$ cat config.mk
export PLATFORM = sky130hd
export DESIGN_NAME = fetch_queue
export DESIGN_NICKNAME = d
export VERILOG_FILES = /design/src/rtl/fetch_queue.sv
export SDC_FILE = /design/constraint.sdc
export NUM_CORES = 1
export LEC_CHECK = 0
export CORE_ASPECT_RATIO = 1.4
export CORE_MARGIN = 5
export CORE_UTILIZATION = 50
export CTS_BUF_LIST = sky130_fd_sc_hd__clkbuf_2 sky130_fd_sc_hd__clkbuf_4 sky130_fd_sc_hd__clkbuf_8
export CTS_CLUSTER_SIZE = 28
export DETAILED_ROUTE_END_ITERATION = 16
export GPL_TIMING_DRIVEN = 0
export PLACE_DENSITY = 0.84
export SKIP_LAST_GASP = 1
export SLEW_MARGIN = 20
export SYNTH_ARGS = -nofsm -noshare
export SYNTH_HDL_FRONTEND = slang
export SYNTH_SLANG_ARGS = --single-unit
$ cat constraint.sdc
create_clock -name clk -period 7.05 [get_ports clk]
set_input_delay 1.41 -clock clk [delete_from_list [all_inputs] [get_ports clk]]
set_output_delay 1.41 -clock clk [all_outputs]
set_load 0.02 [all_outputs]
$ cat src/rtl/fetch_queue.sv
// fetch_queue
//
// Decoupled instruction-fetch front end for the 5-stage MIPS pipeline.
// A PC register drives a request/grant/response port to instruction memory
// of arbitrary latency. Returned instructions are pushed into a small FIFO
// that decode drains with a valid/ready handshake. A taken-branch redirect
// from MEM flushes the queue and discards any fetch still in flight.
//
// Only one fetch is outstanding at a time, so peak throughput is one
// instruction every two cycles.
//
// Optional feature: define FETCH_PERF_EN to get the two performance
// counters. Without it, both perf outputs are tied to zero and no counter
// flops are built.
//
// Ports:
//   clk            rising-edge clock
//   rst            asynchronous, active-low reset
//   pc_src         redirect request (taken branch from MEM)
//   add_res        redirect target; the low two bits are ignored
//   imem_req       fetch request to instruction memory
//   imem_addr      word-aligned fetch address
//   imem_gnt       memory accepts the request this cycle
//   imem_rvalid    memory response valid
//   imem_rdata     memory response instruction
//   d_valid        head entry is available to decode
//   d_ready        decode accepts the head entry
//   d_inst         head instruction
//   d_pc           head instruction address + 4
//   perf_fetched   instructions delivered to decode (FETCH_PERF_EN only)
//   perf_redirects redirect cycles seen (FETCH_PERF_EN only)

module fetch_queue #(
  parameter int                ADDR_W     = 32,
  parameter int                INST_W     = 32,
  parameter int                FIFO_DEPTH = 4,
  parameter logic [ADDR_W-1:0] RESET_PC   = '0
) (
  input  logic              clk,
  input  logic              rst,
  input  logic              pc_src,
  input  logic [ADDR_W-1:0] add_res,
  output logic              imem_req,
  output logic [ADDR_W-1:0] imem_addr,
  input  logic              imem_gnt,
  input  logic              imem_rvalid,
  input  logic [INST_W-1:0] imem_rdata,
  output logic              d_valid,
  input  logic              d_ready,
  output logic [INST_W-1:0] d_inst,
  output logic [ADDR_W-1:0] d_pc,
  output logic [31:0]       perf_fetched,
  output logic [31:0]       perf_redirects
);

  localparam int PTR_W = $clog2(FIFO_DEPTH);
  localparam int CNT_W = $clog2(FIFO_DEPTH + 1);
  localparam logic [CNT_W-1:0] DEPTH_C = CNT_W'(FIFO_DEPTH);

  localparam logic [1:0] ST_REQ  = 2'd0;
  localparam logic [1:0] ST_WAIT = 2'd1;
  localparam logic [1:0] ST_DROP = 2'd2;

  logic [1:0]        state_q, state_d;
  logic [ADDR_W-1:0] fetch_pc_q, fetch_pc_d;
  logic [CNT_W-1:0]  count_q, count_d;
  logic [PTR_W-1:0]  wr_ptr_q, wr_ptr_d;
  logic [PTR_W-1:0]  rd_ptr_q, rd_ptr_d;
  logic [INST_W-1:0] inst_mem_q [FIFO_DEPTH];
  logic [ADDR_W-1:0] pc_mem_q   [FIFO_DEPTH];

  logic              space;
  logic              grant;
  logic              push;
  logic              pop;
  logic [ADDR_W-1:0] redirect_pc;

  // A new fetch is only launched from REQ, where nothing is in flight, so
  // checking the occupancy alone reserves the slot for the outstanding fetch.
  assign space       = (count_q < DEPTH_C);
  assign grant       = (state_q == ST_REQ) && space && imem_gnt;
  assign imem_req    = rst && (state_q == ST_REQ) && space;
  assign imem_addr   = fetch_pc_q;
  assign redirect_pc = add_res & ~ADDR_W'(3);

  // A redirect hides the head entry in the same cycle, so it can never pop.
  assign d_valid = (count_q != '0) && !pc_src;
  assign pop     = d_valid && d_ready;
  assign d_inst  = inst_mem_q[rd_ptr_q];
  assign d_pc    = pc_mem_q[rd_ptr_q];

  // Next-state logic. A redirect wins over both enqueue and pop. The fetch
  // PC already points one word past the outstanding fetch, so it doubles as
  // the captured pc+4 stored alongside the returned instruction.
  always_comb begin
    state_d    = state_q;
    fetch_pc_d = fetch_pc_q;
    count_d    = count_q;
    wr_ptr_d   = wr_ptr_q;
    rd_ptr_d   = rd_ptr_q;
    push       = 1'b0;
    if (pc_src) begin
      fetch_pc_d = redirect_pc;
      count_d    = '0;
      wr_ptr_d   = '0;
      rd_ptr_d   = '0;
      case (state_q)
        ST_REQ:           state_d = grant ? ST_DROP : ST_REQ;
        ST_WAIT, ST_DROP: state_d = imem_rvalid ? ST_REQ : ST_DROP;
        default:          state_d = ST_REQ;
      endcase
    end else begin
      case (state_q)
        ST_REQ: begin
          if (grant) begin
            fetch_pc_d = fetch_pc_q + ADDR_W'(4);
            state_d    = ST_WAIT;
          end
        end
        ST_WAIT: begin
          if (imem_rvalid) begin
            push    = 1'b1;
            state_d = ST_REQ;
          end
        end
        ST_DROP: begin
          if (imem_rvalid) begin
            state_d = ST_REQ;
          end
        end
        default: state_d = ST_REQ;
      endcase
      if (push) begin
        wr_ptr_d = wr_ptr_q + 1'b1;
      end
      if (pop) begin
        rd_ptr_d = rd_ptr_q + 1'b1;
      end
      if (push && !pop) begin
        count_d = count_q + 1'b1;
      end else if (!push && pop) begin
        count_d = count_q - 1'b1;
      end
    end
  end

  always_ff @(posedge clk or negedge rst) begin
    if (!rst) begin
      state_q    <= ST_REQ;
      fetch_pc_q <= RESET_PC;
      count_q    <= '0;
      wr_ptr_q   <= '0;
      rd_ptr_q   <= '0;
    end else begin
      state_q    <= state_d;
      fetch_pc_q <= fetch_pc_d;
      count_q    <= count_d;
      wr_ptr_q   <= wr_ptr_d;
      rd_ptr_q   <= rd_ptr_d;
    end
  end

  // Queue storage needs no reset: the occupancy count qualifies every read.
  always_ff @(posedge clk) begin
    if (push) begin
      inst_mem_q[wr_ptr_q] <= imem_rdata;
      pc_mem_q[wr_ptr_q]   <= fetch_pc_q;
    end
  end

`ifdef FETCH_PERF_EN
  logic [31:0] perf_fetched_q, perf_fetched_d;
  logic [31:0] perf_redirects_q, perf_redirects_d;

  always_comb begin
    perf_fetched_d   = perf_fetched_q;
    perf_redirects_d = perf_redirects_q;
    if (pop) begin
      perf_fetched_d = perf_fetched_q + 32'd1;
    end
    if (pc_src) begin
      perf_redirects_d = perf_redirects_q + 32'd1;
    end
  end

  always_ff @(posedge clk or negedge rst) begin
    if (!rst) begin
      perf_fetched_q   <= '0;
      perf_redirects_q <= '0;
    end else begin
      perf_fetched_q   <= perf_fetched_d;
      perf_redirects_q <= perf_redirects_d;
    end
  end

  assign perf_fetched   = perf_fetched_q;
  assign perf_redirects = perf_redirects_q;
`else
  assign perf_fetched   = '0;
  assign perf_redirects = '0;
`endif

endmodule

; ---- After elaboration in Yosys (flattened, before gate mapping)
; Memory sizes are Yosys's and may differ from the RTL's.
; Cells that the tools add are included.
[word_totals]
register_bits = 41
ramBits = 256
input_bits = 70
output_inout_bits = 162
wordCells = 61
n_memories = 2
[memory_table]
columns = memory, depth, word_bits, rd, rd_clocked_by_memory_dff, wr, line
row1 = inst_mem_q, 4, 32, 1, 0, 1, 69  ; logic [INST_W-1:0] inst_mem_q [FIFO_DEPTH];
row2 = pc_mem_q, 4, 32, 1, 0, 1, 70  ; logic [ADDR_W-1:0] pc_mem_q [FIFO_DEPTH];
[classes]
add_sub_neg = 5
magnitude_cmp = 1
eq_ne = 4
n_mux = 23
n_reduce_logical = 21
[op_table]
columns = operator, n
row1 = $mux 32, 3
row2 = $add 32x3->32 const B, 1
row3 = $mux 2, 9
row4 = $mux 3, 3
row5 = $logic_and 1x1->1, 8
row6 = $pmux 2 s2, 2
row7 = $reduce_bool 2->1, 4
row8 = $mux 1, 6
row9 = $reduce_bool 3->1, 2
row10 = $add 2x1->2 const B, 2
row11 = $reduce_and 2->1, 2
row12 = $add 3x1->3 const B, 1
row13 = $logic_not 1->1, 3
row14 = $lt 3x3->1 const B, 1
row15 = $ne 3x1->1 const B, 1
row16 = $ne 3x3->1 const B, 1
row17 = $sub 3x1->3 const B, 1
row18 = $eq 2x1->1 const B, 1
row19 = $eq 2x2->1 const B, 1
row20 = $logic_not 2->1, 1
row21 = $reduce_or 2->1, 1

; ---- Longest topological paths before layout
[logic_depth]
ltp_word = 8
ltp_mapped = 10
mapped_depth_nobuf = 9

; ---- Worst setup path before layout
; No wires, ideal clock.
[synth_path]
path_kind = input to register
start = in pc_src
end = mem inst_mem_q[0][0] (enable)
setup_ns = 0.571
arrival_time_ns = 6.554
required_time_ns = 6.479
slack_ns = -0.075
cell_stages = 4
path_buffers = 3
cell_sequence = clkbuf_1 clkbuf_1 clkbuf_1 nor3b_1
[synth_via]
elab_chain_len = 3
[synth_lines]
columns = item, line
row1 = "start, declared", 41  ; input logic pc_src,
row2 = $mux 1, 102  ; if (pc_src) begin
row3 = $mux 1, 165  ; if (push) begin
row4 = $mux 1 (implied by the code), 166  ; inst_mem_q[wr_ptr_q] <= imem_rdata;
row5 = "end, declared", 69
; No other way between the ends.

; ---- Worst setup path after layout
[layout_path]
start = in pc_src
end = out d_valid
[layout_via]
elab_chain_len = 2
[layout_lines]
columns = item, line
row1 = $logic_not 1->1, 87  ; assign d_valid = (count_q != '0) && !pc_src;
row2 = $logic_and 1x1->1, 87
row3 = "end, declared", 48  ; output logic d_valid,
; No other way between the ends.

==> results.yml <==
finish:
  fill_cells: 1627
  layout_commonest_cell: "edfxtp_1"
  nets: 1059
  finalInstanceArea_um2: 15330
  fin_util_pct: 65.85
  drive_gt1_share_pct: 24.98
  regArea_um2: 8423
  syn2layout_area_growth_pct: 29.16
  multi_input_area_um2: 3015
  final_cell_mix: "edfxtp_1 (248), clkdlybuf4s50_1 (160), buf_4 (85), conb_1 (68), mux4_2 (62)"
floorplanning:
  io_pins: 232
  core_um2: 23290
  die-area_um2: 26970
  initial_core_util_pct: 50.98
  rows: 66
  die_width_um: 140.2
  fp.dieH_um: 192.3
worst_hold_path:
  hp-start: "wr_ptr_q[1]"
  hold_class: "reg2reg"
place:
  gp_congestion: 0.8654
  hpwl_mm: 18.78
  io_buffers: 161
  placed_area_um2: 14480
global_routing:
  grt_usage_pct: 19.34
  grt_max_degree: 25
  grt_pass1_wl_mm: 40.51
  antenna_found_initial: 1
  grt_overflow: 0
  grt_pass1_vias: 7364
power_and_ir_drop:
  powerDensity_nw_per_um2: 286.5
  power.switching_mw: 1.199
  sw_frac_of_total_pct: 27.29
  p_seq_share_pct: 45.3
  combinationalPowerShare_pct: 24.6
  p_leak_nw: 5.433
  clkPwrFrac_pct: 30.1
  internal-power_mw: 3.195
  peakVddDrop_uv: 123.1
cts:
  cts_sinks: 287
  cts_setup_buffers: 0
  clock_path_buffers: 3
  clk_latency_ns: 0.53
  cts-hold-fix-buffers: 0
  tritoncts: "yes"
  cts_root_buffer: "clkbuf_8"
  htreeDepth: 2
  cts.repair.resized: 0
  cts-buffers-inserted: 42
  clkSlewWorstSetupHoldPaths_ns: 0.06
critical_path:
  r2r_start: "state_q[1]"
  required_ns: 5.64
  crit_fanout: 10
  arrival_ns: 3.85
  crit_type: "in2out"
  startpoint: "pc_src"
  start_kind: "input pin"
  endpoint_kind: "primary output"
sta:
  clock_skew_ns: 0.01773
  slew-limit-headroom_pct: 29.96
  rsz0062_at_grt: "no"
  setup_viol: 0
  worst_pin_slew_ns: 1.041
  fin_crit_ns: 5.260
  drv_slew: 0
  hold_violations: 0
  fmax_ghz: 0.1901
  min_period_over_period_pct: 74.62
flow_run:
  maxCapViolCount: 0
synth:
  ys_ff_latch: 287
  yosys_warnings: 0
  syn_area_um2: 11870
  avgSynthCellArea_um2: 17.64
  yosysSeqAreaShare_pct: 70.95
  synth.distinct_cells: 50
  synth_cells: 673
route:
  top_layer_used: "met4"
  wl_per_cell_um: 19.68
  wl_mm: 25.98
  drt_iter0_markers: 477
  ant_nets: 0
  drc: 0
  via_count: 6952
  viasPerCell: 5.267
  met1Wirelength_mm: 9.773
  route.met2.wl_mm: 13.72
  met3_length_mm: 1.671
  drt_pass1_iterations: 5
status:
  status: "finished, final reports clean"
[metal layers]
metal,vias to the layer above,track usage [%]
li1,3147,-
met2,292,33.44
met4,0,7.755
met5,-,0
met3,47,4.338
met1,3466,23.72
[registers in the layout, indices dropped and copies added, names as in the netlist]
| name | count |
|---|---|
| state_q | 2 |
| count_q | 3 |
| imem_addr | 30 |
| pc_mem_q | 120 |
| inst_mem_q | 128 |
| rd_ptr_q | 2 |
| wr_ptr_q | 2 |
[worst paths after layout]
kind | endpoint | slack [ns] | cells after the start
worst min register to register | wr_ptr_q[1] | 0.58 | 2
min in group asynchronous | imem_addr[28] | 0.82 | 1
worst max-delay path | d_valid | 1.79 | 6
max in group asynchronous | imem_addr[4] | 5.75 | 2
worst min-delay path | wr_ptr_q[1] | 0.58 | 2
worst max register to register | inst_mem_q[1][17] | 4.22 | 9
[synthesized netlist by cell type, drive strengths merged]
master	count	area [um2]
o211ai	5	37.54
dfrtp	39	975.9
o21ai	13	65.06
conb	1	3.750
nand4	9	62.56
nor2b	2	12.51
o31ai	14	105.1
nand3b	2	27.53
nor3	6	30.03
or4	18	138.9
ha	8	100.1
xnor2	9	78.83
and3b	2	17.52
nand2b	1	6.260
and3	3	18.77
nor2	24	90.09
nand2	24	90.09
mux2i	2	20.02
buf	75	550.5
clkbuf	27	102.6
a2111oi	1	8.760
or2	2	12.51
and2	2	12.51
nor3b	4	30.03
edfxtp	248	7447
o41ai	1	8.760
inv	14	52.55
and4	2	17.52
a22o	2	17.52
fa	1	20.02
a21o	1	7.510
mux4	62	1396
a21oi	6	30.03
nor4	1	6.260
a31oi	15	93.84
or3	3	18.77
nand3	16	80.08
nand4b	1	15.01
a22oi	1	7.510
xor2	2	17.52
or4b	1	10.01
nor4b	2	17.52
mux2	1	11.26
[critical path, cell delays in order]
cell	delay, ns
clkdlybuf4s50_1	0.52
clkbuf_1	0.36
clkbuf_1	0.42
clkbuf_1	0.47
nor2_1	0.11
clkdlybuf4s50_1	0.56
[cell type report]
| type | instances | share of cell area [%] |
|---|---|---|
| Sequential cell | 287 | 54.93 |
| Multi-Input combinational cell | 337 | 19.66 |
| Timing Repair Buffer | 196 | 12.74 |
| Clock buffer | 63 | 5.002 |
| Buffer | 102 | 4.259 |
| Tap cell | 306 | 2.497 |
| Clock inverter | 14 | 0.5548 |
| Inverter | 14 | 0.3427 |
| Antenna cell | 1 | 0.01632 |
[kinds of logic (layout without fill, tap and decap cells)]
kind of cell    Yosys count  after routing  share of synthesized area, %
flops                   287            287                         70.95
other cells               1             69                       0.03159
compound gates           59             59                         3.214
fa+ha+maj                 9              9                         1.012
buf+inv                 116            389                         5.944
simple gates            125            125                         6.018
xor+xnor                 11             11                        0.8115
mux                      65             65                         12.02
[power by group through the flow]
stage / registers, mW / clock network (mW) / logic (mW)
final: 1.99 / 1.32 / 1.08
after detailed placement: 2.02 / 0 / 1.10
after floorplan: 2.03 / 0 / 0.655
after CTS: 1.99 / 1.35 / 1.10
after global routing: 2.00 / 1.45 / 1.16
after global placement: 2.03 / 0 / 1.07
[metrics by stage]
step,setup TNS [ns],hold slack [ns],setup slack (ns),total power [mW],std cells
after detailed placement,0,0.5640,1.825,3.119,1242
after global placement,-1045.86,0.5545,-4.332,3.096,1207
after floorplan,-14.03,0.5132,-0.07544,2.683,740
after CTS,0,0.5776,1.820,4.442,1319
after global routing,0,0.5947,1.630,4.607,1320
final,0,0.5768,1.790,4.394,1320
No activity file was read; power rests on OpenSTA's default activity.
